--- config.mk ---
export PLATFORM = sky130hd
export DESIGN_NAME = mem_arbiter_2port
export DESIGN_NICKNAME = d
export VERILOG_FILES = /design/src/rtl/mem_arbiter_2port.sv
export SDC_FILE = /design/constraint.sdc
export NUM_CORES = 1
export LEC_CHECK = 0
export CAP_MARGIN = 20
export CORE_AREA = 3 3 169 171
export CTS_CLUSTER_DIAMETER = 80
export DETAILED_ROUTE_END_ITERATION = 7
export DIE_AREA = 0 0 172 174
export MAX_ROUTING_LAYER = met4
export SLEW_MARGIN = 20
export SYNTH_ARGS = -nofsm -noshare
export SYNTH_HDL_FRONTEND = slang
export SYNTH_SLANG_ARGS = --single-unit
--- constraint.sdc ---
create_clock -name clk -period 2.27 [get_ports clk]
set_clock_uncertainty 0.15 [all_clocks]
set_input_delay 0.681 -clock clk [delete_from_list [all_inputs] [get_ports clk]]
set_output_delay 0.681 -clock clk [all_outputs]
set_load 0.05 [all_outputs]
--- src/rtl/mem_arbiter_2port.sv ---
// Two-port memory arbiter/sequencer: round-robin grant, one transaction at a
// time, start pulse to memory, wait for done with timeout, ack/err back to the
// granted port, plus saturating access/miss statistics.
//
// Ports:
//   clk, rst_n                   clock (rising edge), async active-low reset
//   req{0,1}_i, wr{0,1}_i        request level and direction (1 = write)
//   addr{0,1}_i, wdata{0,1}_i    operands, held with req until ack/err
//   ack{0,1}_o, err{0,1}_o       one-cycle completion / timeout pulses
//   rdata{0,1}_o                 read data, updated on a read ack
//   mem_start_o                  one-cycle start pulse to memory
//   mem_wr_o, mem_addr_o,        latched operation, stable for the whole
//   mem_data_o                     transaction
//   mem_done_i, mem_rdata_i,     completion pulse with read data and miss flag
//   mem_miss_i
//   clr_stats_i                  synchronous clear of the statistics
//   access_count_o, miss_count_o completed transactions / completed read misses
module mem_arbiter_2port #(
    parameter int unsigned AW      = 32,
    parameter int unsigned DW      = 32,
    parameter int unsigned TIMEOUT = 64,
    parameter int unsigned CW      = 16
) (
    input  logic          clk,
    input  logic          rst_n,
    input  logic          req0_i,
    input  logic          req1_i,
    input  logic          wr0_i,
    input  logic          wr1_i,
    input  logic [AW-1:0] addr0_i,
    input  logic [AW-1:0] addr1_i,
    input  logic [DW-1:0] wdata0_i,
    input  logic [DW-1:0] wdata1_i,
    output logic          ack0_o,
    output logic          ack1_o,
    output logic          err0_o,
    output logic          err1_o,
    output logic [DW-1:0] rdata0_o,
    output logic [DW-1:0] rdata1_o,
    output logic          mem_start_o,
    output logic          mem_wr_o,
    output logic [AW-1:0] mem_addr_o,
    output logic [DW-1:0] mem_data_o,
    input  logic          mem_done_i,
    input  logic [DW-1:0] mem_rdata_i,
    input  logic          mem_miss_i,
    input  logic          clr_stats_i,
    output logic [CW-1:0] access_count_o,
    output logic [CW-1:0] miss_count_o
);

    localparam int unsigned TW = $clog2(TIMEOUT);
    localparam logic [CW-1:0] CNT_MAX = {CW{1'b1}};

    typedef enum logic [2:0] {
        S_IDLE,
        S_ISSUE,
        S_WAIT,
        S_RESP,
        S_ERR
    } state_e;

    state_e        state_q, state_d;
    logic          gnt_q, gnt_d;
    logic          last_q, last_d;
    logic [TW-1:0] wcnt_q, wcnt_d;
    logic          miss_cap_q, miss_cap_d;
    logic          mem_start_q, mem_start_d;
    logic          mem_wr_q, mem_wr_d;
    logic [AW-1:0] mem_addr_q, mem_addr_d;
    logic [DW-1:0] mem_data_q, mem_data_d;
    logic          ack0_q, ack0_d, ack1_q, ack1_d;
    logic          err0_q, err0_d, err1_q, err1_d;
    logic [DW-1:0] rdata0_q, rdata0_d, rdata1_q, rdata1_d;
    logic [CW-1:0] acc_q, acc_d, miss_q, miss_d;
    logic          grant;

    // State and output registers
    always_ff @(posedge clk or negedge rst_n) begin
        if (!rst_n) begin
            state_q     <= S_IDLE;
            gnt_q       <= 1'b0;
            last_q      <= 1'b1;
            wcnt_q      <= '0;
            miss_cap_q  <= 1'b0;
            mem_start_q <= 1'b0;
            mem_wr_q    <= 1'b0;
            mem_addr_q  <= '0;
            mem_data_q  <= '0;
            ack0_q      <= 1'b0;
            ack1_q      <= 1'b0;
            err0_q      <= 1'b0;
            err1_q      <= 1'b0;
            rdata0_q    <= '0;
            rdata1_q    <= '0;
            acc_q       <= '0;
            miss_q      <= '0;
        end else begin
            state_q     <= state_d;
            gnt_q       <= gnt_d;
            last_q      <= last_d;
            wcnt_q      <= wcnt_d;
            miss_cap_q  <= miss_cap_d;
            mem_start_q <= mem_start_d;
            mem_wr_q    <= mem_wr_d;
            mem_addr_q  <= mem_addr_d;
            mem_data_q  <= mem_data_d;
            ack0_q      <= ack0_d;
            ack1_q      <= ack1_d;
            err0_q      <= err0_d;
            err1_q      <= err1_d;
            rdata0_q    <= rdata0_d;
            rdata1_q    <= rdata1_d;
            acc_q       <= acc_d;
            miss_q      <= miss_d;
        end
    end

    // Next-state and registered-output logic; pulses are computed one cycle
    // early so they appear in the ISSUE/RESP/ERR cycle itself.
    always_comb begin
        state_d     = state_q;
        gnt_d       = gnt_q;
        last_d      = last_q;
        wcnt_d      = wcnt_q;
        miss_cap_d  = miss_cap_q;
        mem_start_d = 1'b0;
        mem_wr_d    = mem_wr_q;
        mem_addr_d  = mem_addr_q;
        mem_data_d  = mem_data_q;
        ack0_d      = 1'b0;
        ack1_d      = 1'b0;
        err0_d      = 1'b0;
        err1_d      = 1'b0;
        rdata0_d    = rdata0_q;
        rdata1_d    = rdata1_q;
        acc_d       = acc_q;
        miss_d      = miss_q;
        grant       = 1'b0;

        case (state_q)
            S_IDLE: begin
                if (req0_i || req1_i) begin
                    // Tie goes to the port that was not served last
                    grant       = (req0_i && req1_i) ? ~last_q : req1_i;
                    gnt_d       = grant;
                    mem_wr_d    = grant ? wr1_i    : wr0_i;
                    mem_addr_d  = grant ? addr1_i  : addr0_i;
                    mem_data_d  = grant ? wdata1_i : wdata0_i;
                    mem_start_d = 1'b1;
                    state_d     = S_ISSUE;
                end
            end
            S_ISSUE: begin
                wcnt_d  = '0;
                state_d = S_WAIT;
            end
            S_WAIT: begin
                wcnt_d = wcnt_q + TW'(1);
                // done takes priority over a same-cycle timeout
                if (mem_done_i) begin
                    miss_cap_d = mem_miss_i;
                    state_d    = S_RESP;
                    if (gnt_q) begin
                        ack1_d = 1'b1;
                        if (!mem_wr_q) rdata1_d = mem_rdata_i;
                    end else begin
                        ack0_d = 1'b1;
                        if (!mem_wr_q) rdata0_d = mem_rdata_i;
                    end
                end else if (wcnt_q == TW'(TIMEOUT - 1)) begin
                    state_d = S_ERR;
                    if (gnt_q) err1_d = 1'b1;
                    else       err0_d = 1'b1;
                end
            end
            S_RESP: begin
                last_d  = gnt_q;
                state_d = S_IDLE;
                if (acc_q != CNT_MAX) acc_d = acc_q + CW'(1);
                if (!mem_wr_q && miss_cap_q && (miss_q != CNT_MAX)) miss_d = miss_q + CW'(1);
            end
            S_ERR: begin
                last_d  = gnt_q;
                state_d = S_IDLE;
            end
            default: state_d = S_IDLE;
        endcase

        if (clr_stats_i) begin
            acc_d  = '0;
            miss_d = '0;
        end
    end

    assign ack0_o         = ack0_q;
    assign ack1_o         = ack1_q;
    assign err0_o         = err0_q;
    assign err1_o         = err1_q;
    assign rdata0_o       = rdata0_q;
    assign rdata1_o       = rdata1_q;
    assign mem_start_o    = mem_start_q;
    assign mem_wr_o       = mem_wr_q;
    assign mem_addr_o     = mem_addr_q;
    assign mem_data_o     = mem_data_q;
    assign access_count_o = acc_q;
    assign miss_count_o   = miss_q;

endmodule

Word-level counts from Yosys, hierarchy flattened
Index checks and enable logic that the tools add are counted.
- $add $sub $neg: 3
- equal/unequal tests: 9
- mux-type cells: 29
- bitwise logic cells: 3
- reductions and logical operators: 18
- operators with widths (kind ; number):
    16-bit two-way mux ; 6
    32-bit two-way mux ; 2
    16-bit by 1-bit adder with 16-bit output (second input constant) ; 2
    16-bit != test (second input constant) ; 2
    1-bit two-way mux ; 16
    6-bit one-hot mux with 2 select lines ; 1
    2-bit AND reduction ; 5
    3-bit two-way mux ; 3
    3-bit one-hot mux with 3 select lines ; 1
    4-bit AND reduction ; 2
    2-bit nonzero test ; 4
    6-bit by 1-bit adder with 6-bit output (second input constant) ; 1
    3-bit by 2-bit equality test with 1-bit output (second input constant) ; 2
    6-bit equality test (second input constant) ; 1
    3-bit by 1-bit equality test with 1-bit output (second input constant) ; 1
    3-bit equality test (second input constant) ; 1
    1-bit logical AND ; 3
    3-bit zero test ; 1
    3-bit != test (second input constant) ; 1
    1-bit inverter ; 3
    2-bit != test (second input constant) ; 1
    2-bit OR reduction ; 1
    1-bit zero test ; 1
    1-bit logical OR ; 1
- register bits after elaboration: 178
- bits of input ports: 169
- output and inout bits: 166
- logic and storage cells: 79

Depth between registers and ports, before layout
- word-level depth: 6
- gate-level depth with buffers: 6
- depth with buffers taken out: 5

Worst setup path after synthesis
OpenSTA, ideal clock, no wires.
- path type: flip-flop to flip-flop
- start: reg miss_q[0], in the netlist miss_count_o[0]
- end: reg miss_q[9], in the netlist miss_count_o[9]
- library setup time: 125 ps
- data arrival time: 1942 ps
- data required time: 1995 ps
- path slack: 53 ps
- stages on the path, launching flop included: 6
- path buffers: 1
- clock period less this slack: 2217 ps
- cell sequence: dfrtp_1 > ha_1 > and2_1 > clkbuf_1 > a2111oi_0 > mux2_2
- longest elaborated chain between the ends: 4
- elaborated cells between the ends (all ways): 8
- classes of those cells: add/sub (1); eq/ne (1); mux (3); reduce/logical (3)
- RTL lines (element ; line ; RTL):
    start, declared ; 75 ; logic [CW-1:0] acc_q, acc_d, miss_q, miss_d;
    start signal, assigned ; 115 ; miss_q <= miss_d;
    16-bit by 1-bit adder with 16-bit output or 16-bit != test (tied branches) ; 181 ; if (!mem_wr_q && miss_cap_q && (miss_q != CNT_MAX)) miss_d = miss_q + CW'(1);
    16-bit two-way mux or 1-bit logical AND (tied branches) ; 181 ;
    16-bit two-way mux or 2-bit nonzero test (tied branches) ; - ;
    16-bit two-way mux or 2-bit AND reduction (tied branches) ; - ;
Several ways; a longest one is shown, not always the timed one. The select of a mux whose other input is x is not followed.
A chain may end at the register's enable or synchronous reset.

Worst setup path after layout
- start: in mem_done_i
- end: reg rdata0_q[19], in the netlist rdata0_o[19]
- longest elaborated chain between the ends: 1
- RTL lines (element ; line ; RTL):
    start, declared ; 44 ; input logic mem_done_i,
    4-bit AND reduction (no source line) ; - ;
    end signal, assigned ; 112 ; rdata0_q <= rdata0_d;
    end, declared ; 74 ; logic [DW-1:0] rdata0_q, rdata0_d, rdata1_q, rdata1_d;
Every way passes these cells.

==> impl_metrics.py <==
metrics = {
    "finish": {
        "area_delta_synth_final_pct": 53.0,
        "final_cells": 1415,
        "nets": 1232,
        "drive_above_1_share_pct": 30.7,
    },
    "power_and_ir_drop": {
        "peakVddDrop_mv": 0.692,
        "power.density_nw_per_um2": 1420,
        "fin_total_pwr_w": 0.0176,
        "p_leak_nw": 5.46,
    },
    "yosys": {
        "syn_area_sq_um": 8080,
        "synth-seq-area-share_pct": 55.1,
        "ys_ff_latch": 178,
        "yosys-top-cells-count": "dfrtp_1, nor2_1, a21oi_1",
        "synth_area_per_cell_sq_um": 11.4,
        "synth_top_area_cell": "dfrtp_1",
        "synth_nets": 878,
        "synth.distinct_cells": 58,
        "synth.top_cell.area_share_pct": 54.8,
        "async_reset_ff_share_pct": 100,
        "synth_warnings": 0,
        "synth_cells": 706,
        "synth_edf_count": 0,
        "synthTopCellsByArea": "dfrtp_1, mux2_2, mux2i_1",
        "synth_flop_cell": "dfrtp_1",
        "yosys.cell_count.top_type": "dfrtp_1",
    },
    "clocking": {
        "clk_latency_ps": 430,
        "clk_pin_slew_ps": 70,
        "post_cts_buffers": 0,
        "cts_buffers": 17,
        "cts_root_buf": "clkbuf_16",
        "htree_num_levels": 4,
        "cts_tree": "built",
        "cts_sinks": 178,
        "clk_path_buf_depth": 2,
    },
    "job": {
        "drv_cap": 0,
    },
    "floorplanning": {
        "die_area_sq_um": 29900,
        "start_util_pct": 29.9,
        "die_h_um": 174,
        "core_area_sq_um": 27000,
        "rows": 60,
        "die_w_um": 172,
        "io_pins": 335,
    },
    "grt": {
        "grt_max_degree": 53,
        "grt_overflow": 0,
        "grtUsageTotal_pct": 16.2,
        "grt_pass1_vias": 6909,
        "grt_pass1_wl_um": 37500,
        "grt_antenna_before_repair": 1,
    },
    "worst_setup_path": {
        "critPathMaxStageDelay_ps": 480,
        "cp_num_buf_inv": 3,
        "path_max_fanout": 32,
        "crit_path_end_kind": "flop",
        "startpoint": "mem_done_i",
        "crit_type": "input port to flop",
        "r2r_start": "miss_count_o[0]$_DFFE_PN0P_",
        "critical-path-top-delay-family": "buffers and inverters",
        "slowest_stage": "clkdlybuf4s50_1",
        "critPathLaunchType": "input port",
        "worstPathCellList": "clkdlybuf4s50_1, nand3_1, buf_4, nor3_4, buf_12, mux2_2",
        "arrival_ps": 2200,
        "required_ps": 2420,
    },
    "timing": {
        "tns_ps": 0,
        "tightest_slew_ps": 620,
        "clock.fmax_mhz": 489,
        "timing.final.crit_share_pct": 90.0,
        "slew_viol_final": 0,
        "finalSetupViolations": 0,
        "slew_headroom_pct": 58.4,
        "rsz0062_at_grt": "no",
        "finalWorstSetupSlack_ps": 226,
        "holdWs_ps": 358,
        "period_minus_slack_ps": 2040,
        "hold_violations": 0,
    },
    "place": {
        "io_buffers": 334,
        "gp_congestion": 0.875,
        "post-place-cells": 1381,
        "dp_slack_ps": -220,
        "hpwl_um": 18400,
    },
    "routing": {
        "ant_nets": 0,
        "routed_wl_um": 24200,
        "vias_per_cell": 4.77,
        "post_drt_wl_per_cell_um": 17.1,
        "dr.pass1.iters": 6,
        "dr.first_iter.drc_count": 358,
        "drc": 0,
        "vias": 6754,
    },
    "status": {
        "status": "finished, final reports clean",
    },
    "hold_path": {
        "min-delay-start": "rdata0_o[24]$_DFFE_PN0P_",
        "hp-class": "flop to flop",
    },
}
==> worst reg2reg max path, cell delays in order (launching register included) <==
cell and delay, ps:
dfrtp_1 430, ha_1 240, nand2_1 90, or3_4 360, nor4_1 290, mux2_2 380
==> cells by family (layout without fill, tap and decap cells) <==
kind of cell | Yosys count | count (layout) | share of synthesized area, %
xor gates and xnor gates | 1 | 1 | 0.108
and+or+nand+nor | 205 | 205 | 13.2
AOI/OAI and AO/OA | 127 | 127 | 8.97
other | 0 | 1 | 0
adders and majority gates | 3 | 3 | 0.465
buffers and inverters | 46 | 413 | 2.85
DFF | 178 | 178 | 55.1
muxes | 146 | 146 | 19.3
==> final timing paths <==
path                                                     end  slack (ps)  cells after the start
max in group asynchronous           rdata0_o[17]$_DFFE_PN0P_         760                      3
worst min-delay path                rdata0_o[24]$_DFFE_PN0P_         360                      1
worst max register to register  miss_count_o[12]$_DFFE_PN0P_         230                      5
min in group asynchronous          mem_data_o[0]$_DFFE_PN0P_         570                      2
worst max-delay path                rdata0_o[19]$_DFFE_PN0P_         230                      6
worst min register to register      rdata0_o[24]$_DFFE_PN0P_         360                      1
==> layout by cell type (no fill, tap or decap), types with 5 or more instances in the layout <==
cell type        count
clkbuf_16           17
buf_12              14
inv_8                5
clkdlybuf4s50_1    167
dfrtp_1            177
mux2_2              76
a21oi_1             87
nand3_1             11
nor2_1              91
nand2_1             25
or4_1                6
o21ai_0             12
nand4_1             11
and3_1               5
buf_4              192
mux2i_1             68
inv_1                6
nor2b_1             14
nor3_1               9
o31ai_1              8
==> per-stage QoR <==
stage	utilization, %	area [sq um]
2_1_floorplan	-	8080
3_3_place_gp	43.4	11700
3_5_place_dp	43.4	11700
6_report	45.7	12400
4_1_cts	45.7	12400
5_1_grt	45.7	12400
==> power breakdown <==
group	switching [W]	leakage (nW)	total, W	internal [W]
clock	0.00153	0.302	0.00315	0.00162
combinational	0.00615	2.98	0.00928	0.00313
sequential	0.000742	2.18	0.00515	0.00441
total	0.00842	5.46	0.0176	0.00916
==> what timing repair did <==
action | CTS | global route
hold buffers | 1 | 0
resized for setup | 0 | 0
endpoints found under the hold margin | 20 | 0
==> state kept, by name, summed over array words and instances (netlist names), 3 cells and up <==
| register | count |
|---|---|
| mem_data_o | 32 |
| mem_addr_o | 32 |
| rdata0_o | 32 |
| access_count_o | 16 |
| rdata1_o | 32 |
| wcnt_q | 6 |
| miss_count_o | 16 |
| state_q | 3 |
==> cell type report <==
cell class              instances  area, sq um
fillers                      2577        14700
flip-flops and latches        178         4460
repair buffers                375         3410
multi-input cells             482         3410
well taps                     341          427
clock buffers                  17          425
clock inverters                15          201
inverters                       6         22.5
diodes                          1         2.50
==> per-layer routing <==
layer  wire length (um)  track usage (%)
met1              10300             19.7
met2              11800             26.4
met3               1790             4.87
met4                261             4.16
met5                  0                -
Note: power is estimated with default switching activity, not from simulation.
